===== config.mk =====
export PLATFORM = sky130hd
export DESIGN_NAME = kbd_receiver
export DESIGN_NICKNAME = d
export VERILOG_FILES = /design/src/rtl/kbd_receiver_pkg.sv /design/src/rtl/kbd_receiver_uart_rx_core.sv /design/src/rtl/kbd_receiver.sv
export SDC_FILE = /design/constraint.sdc
export NUM_CORES = 1
export LEC_CHECK = 0
export BUFFER_PORTS_ARGS = -buffer_cell sky130_fd_sc_hd__buf_2
export CORE_MARGIN = 8
export CORE_UTILIZATION = 52
export CTS_CLUSTER_SIZE = 10
export DETAILED_ROUTE_END_ITERATION = 8
export HOLD_SLACK_MARGIN = 0.03
export PLACE_DENSITY = 0.9
export SLEW_MARGIN = 20
export SYNTH_ARGS = -nofsm -noshare
export SYNTH_HDL_FRONTEND = slang
export SYNTH_SLANG_ARGS = --single-unit

===== constraint.sdc =====
create_clock -name clk -period 2.28 [get_ports clk]
set_clock_uncertainty 0.05 [all_clocks]
set_input_delay 0.114 -clock clk [delete_from_list [all_inputs] [get_ports clk]]
set_output_delay 0.114 -clock clk [all_outputs]
set_load 0.01 [all_outputs]

===== src/rtl/kbd_receiver_pkg.sv =====
// Shared constants for the KL8E keyboard receiver: major-state encodings,
// IOT opcode and function codes, and the receive FSM state type.
package kbd_receiver_pkg;

   localparam logic [3:0] F0 = 4'b0001;
   localparam logic [3:0] F1 = 4'b0010;
   localparam logic [3:0] F2 = 4'b0100;
   localparam logic [3:0] F3 = 4'b1000;

   localparam logic [2:0] IOT_OP = 3'o6;

   localparam logic [2:0] KCF = 3'o0;
   localparam logic [2:0] KSF = 3'o1;
   localparam logic [2:0] KCC = 3'o2;
   localparam logic [2:0] KRS = 3'o4;
   localparam logic [2:0] KIE = 3'o5;
   localparam logic [2:0] KRB = 3'o6;

   localparam int         DEFAULT_CLKS_PER_BIT = 32;
   localparam logic [5:0] DEFAULT_DEV_ID       = 6'o03;

   typedef enum logic [2:0] {
      RX_IDLE,
      RX_START,
      RX_DATA,
      RX_STOP,
      RX_FRAME_ERR
   } rx_state_t;

   function automatic logic is_iot(input logic [0:11] instr, input logic [5:0] dev);
      return (instr[0:2] == IOT_OP) && (instr[3:8] == dev);
   endfunction

endpackage


===== src/rtl/kbd_receiver_uart_rx_core.sv =====
// 8N1 asynchronous receiver: two-flop synchronizer, mid-bit sampling FSM,
// one-cycle char_valid strobe coincident with a good stop-bit sample.
//
//   state        | meaning
//   RX_IDLE      | line idle, waiting for rx_s low
//   RX_START     | half-bit wait, confirm start bit still low
//   RX_DATA      | sampling 8 data bits LSB first at mid-bit
//   RX_STOP      | sampling stop bit; high completes the character
//   RX_FRAME_ERR | stop bit was low; wait for line to return high
module uart_rx_core
   import kbd_receiver_pkg::*;
#(
   parameter int CLKS_PER_BIT = DEFAULT_CLKS_PER_BIT
) (
   input  logic       clk,
   input  logic       reset,
   input  logic       rx,
   output logic [7:0] char,
   output logic       char_valid
);

   localparam int             CW        = $clog2(CLKS_PER_BIT);
   localparam logic [CW-1:0]  HALF_LOAD = CW'(CLKS_PER_BIT / 2 - 1);
   localparam logic [CW-1:0]  FULL_LOAD = CW'(CLKS_PER_BIT - 1);

   rx_state_t      rx_state, state_next;
   logic           sync_1, rx_s;
   logic [CW-1:0]  bit_cnt, cnt_next;
   logic [2:0]     bit_idx, idx_next;
   logic [7:0]     shift, shift_next;

   always_ff @(posedge clk or posedge reset) begin
      if (reset) begin
         sync_1   <= 1'b1;
         rx_s     <= 1'b1;
         rx_state <= RX_IDLE;
         bit_cnt  <= '0;
         bit_idx  <= '0;
         shift    <= '0;
      end else begin
         sync_1   <= rx;
         rx_s     <= sync_1;
         rx_state <= state_next;
         bit_cnt  <= cnt_next;
         bit_idx  <= idx_next;
         shift    <= shift_next;
      end
   end

   always_comb begin
      state_next = rx_state;
      cnt_next   = bit_cnt;
      idx_next   = bit_idx;
      shift_next = shift;
      char_valid = 1'b0;
      case (rx_state)
         RX_IDLE: begin
            if (!rx_s) begin
               cnt_next   = HALF_LOAD;
               state_next = RX_START;
            end
         end
         RX_START: begin
            if (bit_cnt != '0) begin
               cnt_next = bit_cnt - 1'b1;
            end else if (rx_s) begin
               state_next = RX_IDLE;
            end else begin
               cnt_next   = FULL_LOAD;
               idx_next   = 3'd0;
               state_next = RX_DATA;
            end
         end
         RX_DATA: begin
            if (bit_cnt != '0) begin
               cnt_next = bit_cnt - 1'b1;
            end else begin
               shift_next[bit_idx] = rx_s;
               cnt_next            = FULL_LOAD;
               if (bit_idx == 3'd7) begin
                  state_next = RX_STOP;
               end else begin
                  idx_next = bit_idx + 3'd1;
               end
            end
         end
         RX_STOP: begin
            if (bit_cnt != '0) begin
               cnt_next = bit_cnt - 1'b1;
            end else if (rx_s) begin
               char_valid = 1'b1;
               state_next = RX_IDLE;
            end else begin
               state_next = RX_FRAME_ERR;
            end
         end
         RX_FRAME_ERR: begin
            if (rx_s) begin
               state_next = RX_IDLE;
            end
         end
         default: state_next = RX_IDLE;
      endcase
   end

   // shift is complete once bit 7 is taken, so it is the character at the stop sample
   assign char = shift;

endmodule


===== src/rtl/kbd_receiver.sv =====
// KL8E keyboard: wraps the serial receiver with the keyboard flag,
// interrupt enable and device IOT decode for the CPU.
module kbd_receiver
   import kbd_receiver_pkg::*;
#(
   parameter int         CLKS_PER_BIT = DEFAULT_CLKS_PER_BIT,
   parameter logic [5:0] DEV_ID       = DEFAULT_DEV_ID
) (
   input  logic        clk,
   input  logic        reset,
   input  logic [0:11] instruction,
   input  logic [3:0]  state,
   input  logic [0:11] ac,
   input  logic        rx,
   output logic [0:11] serial_bus,
   output logic        clear_ac,
   output logic        skip,
   output logic        interrupt
);

   logic [7:0] rx_char;
   logic       char_valid;
   logic [7:0] rx_buffer;
   logic       flag;
   logic       int_enable;
   logic       iot_f1;
   logic [2:0] fn;
   logic       unused_ac;

   uart_rx_core #(
      .CLKS_PER_BIT(CLKS_PER_BIT)
   ) u_rx_core (
      .clk       (clk),
      .reset     (reset),
      .rx        (rx),
      .char      (rx_char),
      .char_valid(char_valid)
   );

   assign fn        = instruction[9:11];
   assign iot_f1    = (state == F1) && is_iot(instruction, DEV_ID);
   assign unused_ac = &{1'b0, ac[0:10]};

   // A completing character beats any flag-clearing IOT on the same edge
   always_ff @(posedge clk or posedge reset) begin
      if (reset) begin
         rx_buffer  <= 8'h00;
         flag       <= 1'b0;
         int_enable <= 1'b1;
      end else begin
         if (char_valid) begin
            rx_buffer <= rx_char;
            flag      <= 1'b1;
         end else if (iot_f1 && (fn == KCF || fn == KCC || fn == KRB)) begin
            flag <= 1'b0;
         end
         if (iot_f1 && fn == KIE) begin
            int_enable <= ac[11];
         end
      end
   end

   always_comb begin
      serial_bus = 12'o0000;
      clear_ac   = 1'b0;
      skip       = 1'b0;
      if (iot_f1) begin
         case (fn)
            KSF: skip = flag;
            KCC: clear_ac = 1'b1;
            KRS: serial_bus = {4'b0000, rx_buffer};
            KRB: begin
               clear_ac   = 1'b1;
               serial_bus = {4'b0000, rx_buffer};
            end
            default: ;
         endcase
      end
   end

   assign interrupt = flag & int_enable;

endmodule


==> impl_metrics.ini, run 1 <==
[run_status]
status = finished, final reports clean

[clock_tree]
clock_sinks = 31
cts_tree = built
postCtsSetupRepairBufs = 0
clockBufferDepth = 2
numCtsBuffers = 5
htreeDepth = 2
clk_pin_slew_ps = 90
clkLatencyLatePin_ps = 320
root_buffer = clkbuf_4

[synthesis]
synth.top_cell.area_share_pct = 41.70
ys_ff_latch = 31
synth_cell_types = 47
yosysTopAreaCell = dfrtp_1
synthTopCellsByArea = dfrtp_1 (42%), mux2_2 (8.7%), dfstp_2 (4.7%)
ys_warn_count = 0
yosysSeqAreaShare_pct = 46.39
avgSynthCellArea_sq_um = 11.13
syn-instance-count = 151
syn_area_sq_um = 1680

[final_layout]
fin_util_pct = 63.69
final_common_cell = buf_2
antenna_cells = 0
synthToLayoutAreaGrowth_pct = 15.71
nFillCells = 264
final_cell_mix = buf_2 (30), dfrtp_1 (28), mux2_2 (13), and3_1 (9), inv_1 (8)
drive_gt1_share_pct = 34.74
nets = 223

[global_routing]
gr-usage-all-layers_pct = 13.77
grt_max_degree = 32
grt_overflow = 0
grt_pass1_vias = 1284
grt_pass1_wl_mm = 5.651
grt_antenna_before_repair = 0

[route]
dr.pass1.iters = 4
drcViolationCount = 0
wl_mm = 3.351
ant_nets = 0
drt_iter0_markers = 37
via_per_inst = 5.513
wl_per_cell_um = 14.32
vias = 1290

[setup_path]
timing.rr.end = u_rx_core.char[4]
crit_required_ps = 2440
cp-end-kind = flip-flop
r2r_setup_slack_ps = 130
crit_path_start_kind = flip-flop
cp.arrival_ps = 2310
r2r-start = u_rx_core.bit_cnt[0]
rr_worst_depth = 7
crit_fanout = 10
criticalPathCategory = reg2reg

[pwr]
ir_drop_uv = 588.9
power_density_nw_per_um2 = 681.4
leakage_uw = 0.0009875

[placed_design]
gp_congestion = 0.8380
dp_hpwl_mm = 2.630
port_buffers = 30

[sta]
period_needed_ps = 2155
finalSetupTns_ps = 0
setup_viol = 0
min_period_over_period_pct = 94.51
rsz0062_at_grt = no
slew_violations = 0
finalHoldViolations = 0
max_freq_mhz = 464.1

[floorplanning]
die_w_um = 72.85
fp.dieH_um = 72.85
row_count = 20
coreArea_sq_um = 3053
die-area_sq_um = 5306
ios = 46
start_util_pct = 55.04

[hold_path]
hold_depth = 3
hp-start = instruction[10]
hp-class = in2reg
worst_hold_path.endpoint = flag

[run]
maxCapViolations = 0
[critical path, cell delays in order (launching register included)]
cell and delay (ps):
dfrtp_1 380, inv_1 90, ha_1 210, or3b_4 430, nor3_4 240, buf_4 230
nand3_1 100, mux2_1 320
[through the flow]
step	instances	area [sq um]	power, uW	hold WS (ps)	setup WS, ps
finish	234	1944	1325	134.4	125.1
global route	234	1944	1423	126.8	11.89
CTS	234	1944	1346	107.9	104.7
detailed placement	223	1866	1046	157.1	117.2
global placement	223	1866	1014	148.5	176.3
floorplan	154	1692	965.9	68.48	293.0
[cell type report]
cell class	count	area, sq um	area share, %
Multi-Input combinational cell	106	820.8	42.21
Sequential cell	31	779.5	40.09
Timing Repair Buffer	37	210.2	10.81
Tap cell	44	55.05	2.831
Clock buffer	8	48.80	2.510
Inverter	8	30.03	1.544
[flip-flops by register name (all words and copies together), names as in the netlist]
name / cells
u_rx_core.sync_1: 1
u_rx_core.char: 8
rx_buffer: 8
int_enable: 1
u_rx_core.rx_state: 3
flag: 1
u_rx_core.bit_cnt: 5
u_rx_core.rx_s: 1
u_rx_core.bit_idx: 3
[cells in the mapped netlist (all sizes together)]
cell type	count
dfrtp	28
mux2	18
and3	9
inv	8
buf	7
nand3	7
nor2	7
nand2	6
nand4	5
o21ai	5
a21oi	4
and2	3
dfstp	3
ha	3
nand2b	3
nor2b	3
nor3	3
nor3b	3
nor4	3
a22oi	2
a32o	2
and2b	2
clkbuf	2
or3b	2
a21bo	1
a311oi	1
a32oi	1
conb	1
nand4b	1
nor4b	1
o2111ai	1
o221ai	1
o22ai	1
o311ai	1
or4	1
or4b	1
xnor2	1
[kinds of logic after synthesis]
family,after synthesis,synth area share [%]
simple gates,60,24.13
flops,31,46.39
compound gates,20,8.340
mux,18,12.73
buf+inv,17,5.436
fa+ha+maj,3,2.234
other cells,1,0.2232
xor+xnor,1,0.5213
[report_power, final]
group / internal (uW) / leakage (uW) / total, uW / switching (uW)
combinational: 152 / 0.000564 / 306 / 154
clock: 123 / 0.0000265 / 287 / 165
sequential: 619 / 0.000397 / 732 / 113
[how the worst max path moves through the flow]
stage | startpoint | slack (ps) | cells after the start | endpoint
2_1_floorplan | u_rx_core.bit_cnt[0] | 290 | 7 | u_rx_core.char[1]
3_3_place_gp | u_rx_core.bit_cnt[0] | 180 | 7 | u_rx_core.char[4]
3_5_place_dp | u_rx_core.bit_cnt[0] | 120 | 7 | u_rx_core.char[4]
4_1_cts | u_rx_core.bit_cnt[0] | 100 | 7 | u_rx_core.char[4]
5_1_grt | u_rx_core.bit_cnt[0] | 10 | 7 | u_rx_core.char[4]
6_report | u_rx_core.bit_cnt[0] | 130 | 7 | u_rx_core.char[4]
[layer usage]
metal | global-route usage, % | part of all wire, % | vias to the layer above
met3 | 5.769 | 7.3 | 9
met2 | 25.75 | 53 | 34
met1 | 12.40 | 38 | 626
li1 | - | - | 621
met4 | 6.444 | 2.1 | 0
met5 | 0 | 0 | -
[what timing repair did]
item,4_1_cts,5_1_grt
endpoints found under the hold margin,30,0
hold buffers,3,0
endpoints found under the setup margin,0,0
gates resized for setup,0,0
No activity file was read; power rests on OpenSTA's default activity.
==> inputs of run 2 (changes only) <==
--- a/config.mk
+++ b/config.mk
@@ -5,13 +5,14 @@
 export SDC_FILE = /design/constraint.sdc
 export NUM_CORES = 1
 export LEC_CHECK = 0
+export ABC_AREA = 1
 export BUFFER_PORTS_ARGS = -buffer_cell sky130_fd_sc_hd__buf_2
 export CORE_MARGIN = 8
-export CORE_UTILIZATION = 52
+export CORE_UTILIZATION = 53
 export CTS_CLUSTER_SIZE = 10
 export DETAILED_ROUTE_END_ITERATION = 8
 export HOLD_SLACK_MARGIN = 0.03
-export PLACE_DENSITY = 0.9
+export PLACE_DENSITY = 0.91
 export SLEW_MARGIN = 20
 export SYNTH_ARGS = -nofsm -noshare
 export SYNTH_HDL_FRONTEND = slang
==> run 2 against run 1 <==
- hold slack got worse by 47 ps
- sequential power is 2% lower
- final cell count increased by 41%
- utilization rose by 0.52 points
- register-to-register slack improved by 570 ps
- maximum frequency is 36% higher
- synthesized cell count up 61%
- clock power is 52% higher
- sequential share of layout area shrank 3.4 points
- area after synthesis up 8.6%
- combinational power up 59%
- critical path type unchanged
==> impl_metrics.ini, run 2 <==
[hold_path]
hp-class = in2reg

[setup_path]
crit_required_ps = 2450
cp_slowest_cell = dfrtp_1
crit_buf_inv = 1
max_stage_delay_ps = 390
criticalPathCategory = reg2reg
cpMostUsedCell = nand2_1
cp.arrival_ps = 1750
crit_chain = inv_1 -> ha_1 -> nand2_1 -> nor2_4 -> nand3_4 -> nand2_1 -> o21ai_2
cp-end-kind = flip-flop
crit_fanout = 17
crit_family = simple AND/OR/NAND/NOR gates
crit_path_start_kind = flip-flop

[sta]
finalSetupTns_ps = 0
slew_violations = 0
finalWorstSetupSlack_ps = 699.0
rsz0062_at_grt = no
min_period_over_period_pct = 69.34
setup_viol = 0
finalHoldViolations = 0
period_needed_ps = 1581
max_freq_mhz = 632.5

[final_layout]
fin_util_pct = 64.21
final_common_cell = nand2_1
synthToLayoutAreaGrowth_pct = 16.53
nFillCells = 273
drive_gt1_share_pct = 23.67
final_cell_mix = nand2_1 (66), nor2_1 (33), inv_1 (32), buf_2 (30), dfrtp_1 (28)
seqCellArea_sq_um = 779.5
instances_no_fill = 329
multi_input_area_sq_um = 887.1
antenna_cells = 0
nets = 316

[floorplanning]
coreArea_sq_um = 3311
start_util_pct = 55.10
ios = 46
row_count = 21
die-area_sq_um = 5576
fp.dieH_um = 74.67
die_w_um = 74.67

[pwr]
power_density_nw_per_um2 = 771.1
finalPower_uw = 1639
ir_drop_uv = 653.1
leakage_uw = 0.001067

[synthesis]
syn-instance-count = 243
synth.top_cell.area_share_pct = 38.41
ys_warn_count = 0
ys.flop_type = dfrtp_1
synth_cell_types = 26
avgSynthCellArea_sq_um = 7.507
syn_area_sq_um = 1824
synth_edf_count = 0
yosysSeqAreaShare_pct = 42.73
async_reset_ff_share_pct = 100.0
synth_commonest_cells = nand2_1 (66), nor2_1 (33), inv_1 (32)
synthTopCellsByArea = dfrtp_1 (38%), nand2_1 (14%), nor2_1 (6.8%)
yosysTopAreaCell = dfrtp_1
yosysMostFrequentCell = nand2_1
ys_ff_latch = 31

[clock_tree]
numCtsBuffers = 5
htreeDepth = 2
clock_sinks = 31
cts_tree = built
clkLatencyLatePin_ps = 330
clk_pin_slew_ps = 90
clockBufferDepth = 2
root_buffer = clkbuf_4

[placed_design]
port_buffers = 30
dp.cells = 318
dp_hpwl_mm = 2.649
pre_cts_ws_ps = 691.6
gp_congestion = 0.8773

[route]
vias = 1612
wl_mm = 3.375
drt_iter0_markers = 71
wl_per_cell_um = 10.26
dr.pass1.iters = 5
drcViolationCount = 0
ant_nets = 0
via_per_inst = 4.900

[global_routing]
grt_antenna_before_repair = 0
grt_overflow = 0
grt_max_degree = 32
grt_pass1_vias = 1488
gr-usage-all-layers_pct = 13.38
grt_pass1_wl_mm = 5.885

[run]
maxCapViolations = 0

[run_status]
status = finished, final reports clean
[run 2: cell types whose count changed after synthesis, moves of 5 or more]
| cell | previous run | this run |
|---|---|---|
| and3_1 | 9 | 0 |
| mux2_2 | 13 | 0 |
| nand3_1 | 7 | 15 |
| nor2_1 | 7 | 33 |
| o21ai_1 | 1 | 10 |
| nand2_1 | 6 | 66 |
| inv_1 | 8 | 32 |
| nand4_1 | 3 | 8 |
| o21ai_2 | 0 | 8 |
[run 2: cells by family (layout without fill, tap and decap cells)]
group	after synthesis	after routing	share of synthesized area, %
simple gates	140	140	35.39
buf+inv	39	76	9.260
flops	31	31	42.73
compound gates	27	27	9.397
fa+ha+maj	3	3	2.058
xor+xnor	2	2	0.9604
other cells	1	4	0.2056
[run 2: layout make-up]
type,instances,area share (%)
clock buffer,6,2.413
tap,46,2.707
timing repair buffer,34,8.829
inverter,34,6.004
sequential,31,36.67
multi-input combinational,176,41.73
clock inverter,2,1.648
[run 2: timing repair]
item                                   CTS  global route
setup buffers                            0             0
gates resized for setup                  0             0
endpoints found under the hold margin   30             0
hold buffers                             3             0
[run 2: stage by stage]
stage | hold slack [ps] | area (sq um)
5_1_grt | 97.20 | 2126
4_1_cts | 84.09 | 2126
3_3_place_gp | 156.5 | 2009
3_5_place_dp | 155.2 | 2009
2_1_floorplan | 68.48 | 1836
6_report | 87.35 | 2126
[run 2: worst paths after layout]
path | start | end | slack (ps) | cells past startpoint
max in group asynchronous | reset | u_rx_core.sync_1 | 1530 | 4
hold reg to reg | u_rx_core.sync_1 | u_rx_core.rx_s | 310 | 0
setup reg to reg | u_rx_core.bit_cnt[0] | rx_buffer[6] | 700 | 7
hold / removal | instruction[9] | flag | 90 | 5
setup / recovery | u_rx_core.bit_cnt[0] | rx_buffer[6] | 700 | 7
min in group asynchronous | reset | u_rx_core.char[5] | 340 | 4
[run 2: worst reg2reg max path, delay by kind of cell, from the launching register on]
| kind | cells | cell delay (ps) |
|---|---|---|
| AOI/OAI and AO/OA | 1 | 60 |
| DFF | 1 | 390 |
| adders and majority gates | 1 | 240 |
| and+or+nand+nor | 4 | 660 |
| buffers and inverters | 1 | 80 |
[run 2: metal layers]
layer	vias up	GRT usage, %	wire (um)
met1	726	13.91	1427
met3	5	5.459	296
met2	40	23.91	1611
li1	841	-	-
met5	-	0	0
met4	0	4.130	39
[run 2: power by group]
part           internal (uW)  switching (uW)
Clock                    259             178
Combinational            169             317
Sequential               626            89.6
Total                   1050             585
==> inputs of run 3 (changes only) <==
==> constraint.sdc (replaced) <==
create_clock -name clk -period 1.5 [get_ports clk]
set_clock_uncertainty 0.05 [all_clocks]
set_input_delay 0.075 -clock clk [delete_from_list [all_inputs] [get_ports clk]]
set_output_delay 0.075 -clock clk [all_outputs]
set_load 0.01 [all_outputs]
==> run 3 against run 2 <==
- hold slack got worse by 41 ps
- maximum frequency grew 13%
- final cell count is 3.6% higher
- sequential share of layout area fell by 2.2 points
- first-iteration DRC count rose by 9.9%
- non-clock buffer count is 11 higher
- critical path depth unchanged
- wire length grew 12%
- sequential cell count is the same
- critical endpoint is now u_rx_core.char[7]
==> impl_metrics.ini, run 3 (synthesis gave the netlist of run 2 again) <==
[run_status]
status = finished, final reports clean

[floorplanning]
die_w_um = 74.67
row_count = 21
die-area_sq_um = 5576
ios = 46
start_util_pct = 55.10
coreArea_sq_um = 3311
fp.dieH_um = 74.67

[route]
wl_mm = 3.792
drcViolationCount = 0
drt_iter0_markers = 78
dr.pass1.iters = 4
wl_per_cell_um = 11.12
via_per_inst = 4.897
ant_nets = 0
vias = 1670

[setup_path]
cp.arrival_ps = 1570
crit_required_ps = 1670
crit_chain = inv_2 -> ha_4 -> nand3_4 -> nor2_4 -> nand3_1 -> nand2_1 -> o21ai_1
max_stage_delay_ps = 390
crit_fanout = 8
cp-end-kind = flip-flop
crit_family = simple AND/OR/NAND/NOR gates
criticalPathCategory = reg2reg
cp_slowest_cell = dfrtp_1
crit_path_start_kind = flip-flop
crit_buf_inv = 1

[final_layout]
synthToLayoutAreaGrowth_pct = 24.49
final_cell_mix = nand2_1 (65), nor2_1 (31), inv_1 (30), buf_2 (30), dfrtp_1 (26)
antenna_cells = 0
instances_no_fill = 341
drive_gt1_share_pct = 29.49
final_area_sq_um = 2271
nets = 328
final_common_cell = nand2_1

[sta]
min_period_over_period_pct = 93.46
rsz0062_at_grt = yes
finalWorstSetupSlack_ps = 98.16
max_freq_mhz = 713.3
slew_violations = 0
finalHoldViolations = 0
setup_viol = 0
period_needed_ps = 1402

[pwr]
leakage_uw = 0.001123
power_density_nw_per_um2 = 1244
finalPower_uw = 2825
ir_drop_uv = 861.8

[global_routing]
grt_antenna_before_repair = 0
grt_pass1_vias = 1593
gr-usage-all-layers_pct = 15.01
grt_overflow = 0
grt_max_degree = 32
grt_pass1_wl_mm = 6.610

[placed_design]
dp_hpwl_mm = 2.731
port_buffers = 30
dp.cells = 325
pre_cts_ws_ps = -51.28
gp_congestion = 0.8622
postPlaceCellArea_sq_um = 2062

[clock_tree]
cts_tree = built
htreeDepth = 2
clock_sinks = 31
clockBufferDepth = 2
root_buffer = clkbuf_4
clk_pin_slew_ps = 90
clkLatencyLatePin_ps = 330
numCtsBuffers = 5

[run]
maxCapViolations = 0

[hold_path]
hp-class = in2reg
[run 3: worst min-delay path: stages]
cell     delay, ps
buf_2          110
nand3_1         70
nor2_1          50
nand4_1         60
nand2_1         50
[run 3: routing by layer]
layer	part of all wire [%]	GRT usage, %
met2	48	25.07
met1	42	17.66
met4	1.4	5.652
met5	0	0
met3	7.9	4.527
[run 3: path summary, 6_finish.rpt]
kind / from / end / slack (ps) / cells past startpoint
setup / recovery: u_rx_core.bit_cnt[1] / u_rx_core.char[7] / 100 / 7
hold / removal: instruction[1] / int_enable / 50 / 5
setup reg to reg: u_rx_core.bit_cnt[1] / u_rx_core.char[7] / 100 / 7
hold reg to reg: u_rx_core.sync_1 / u_rx_core.rx_s / 310 / 0
max in group asynchronous: reset / u_rx_core.sync_1 / 790 / 4
min in group asynchronous: reset / u_rx_core.rx_state[1] / 290 / 4
[run 3: what timing repair did]
action	4_1_cts	5_1_grt
setup buffers	0	5
gates resized for setup	4	10
endpoints found under the hold margin	30	0
endpoints found under the setup margin	19	23
cloned	1	0
hold buffers	3	0
pin swaps	1	3
[run 3: through the flow]
| stage | hold slack, ps | TNS (ps) | util, % |
|---|---|---|---|
| 4_1_cts | 36.24 | 0 | 66.48 |
| 3_3_place_gp | 116.3 | -6.174 | 62.28 |
| 2_1_floorplan | 29.48 | 0 | - |
| 3_5_place_dp | 120.3 | -454.7 | 62.28 |
| 5_1_grt | 50.03 | 0 | 68.59 |
| 6_report | 45.96 | 0 | 68.59 |
[run 3: where the power goes]
| group | total [uW] | switching, uW | internal [uW] |
|---|---|---|---|
| Combinational | 1070 | 623 | 445 |
| Sequential | 1080 | 128 | 955 |
| Clock | 673 | 280 | 394 |
[run 3: final cells by class]
cell class                      count  area (sq um)
Timing Repair Buffer               45         270.3
Fill cell                         258          1040
Sequential cell                    31         782.0
Inverter                           34         127.6
Tap cell                           46         57.56
Clock buffer                        6         51.30
Clock inverter                      2         35.03
Multi-Input combinational cell    177         947.2
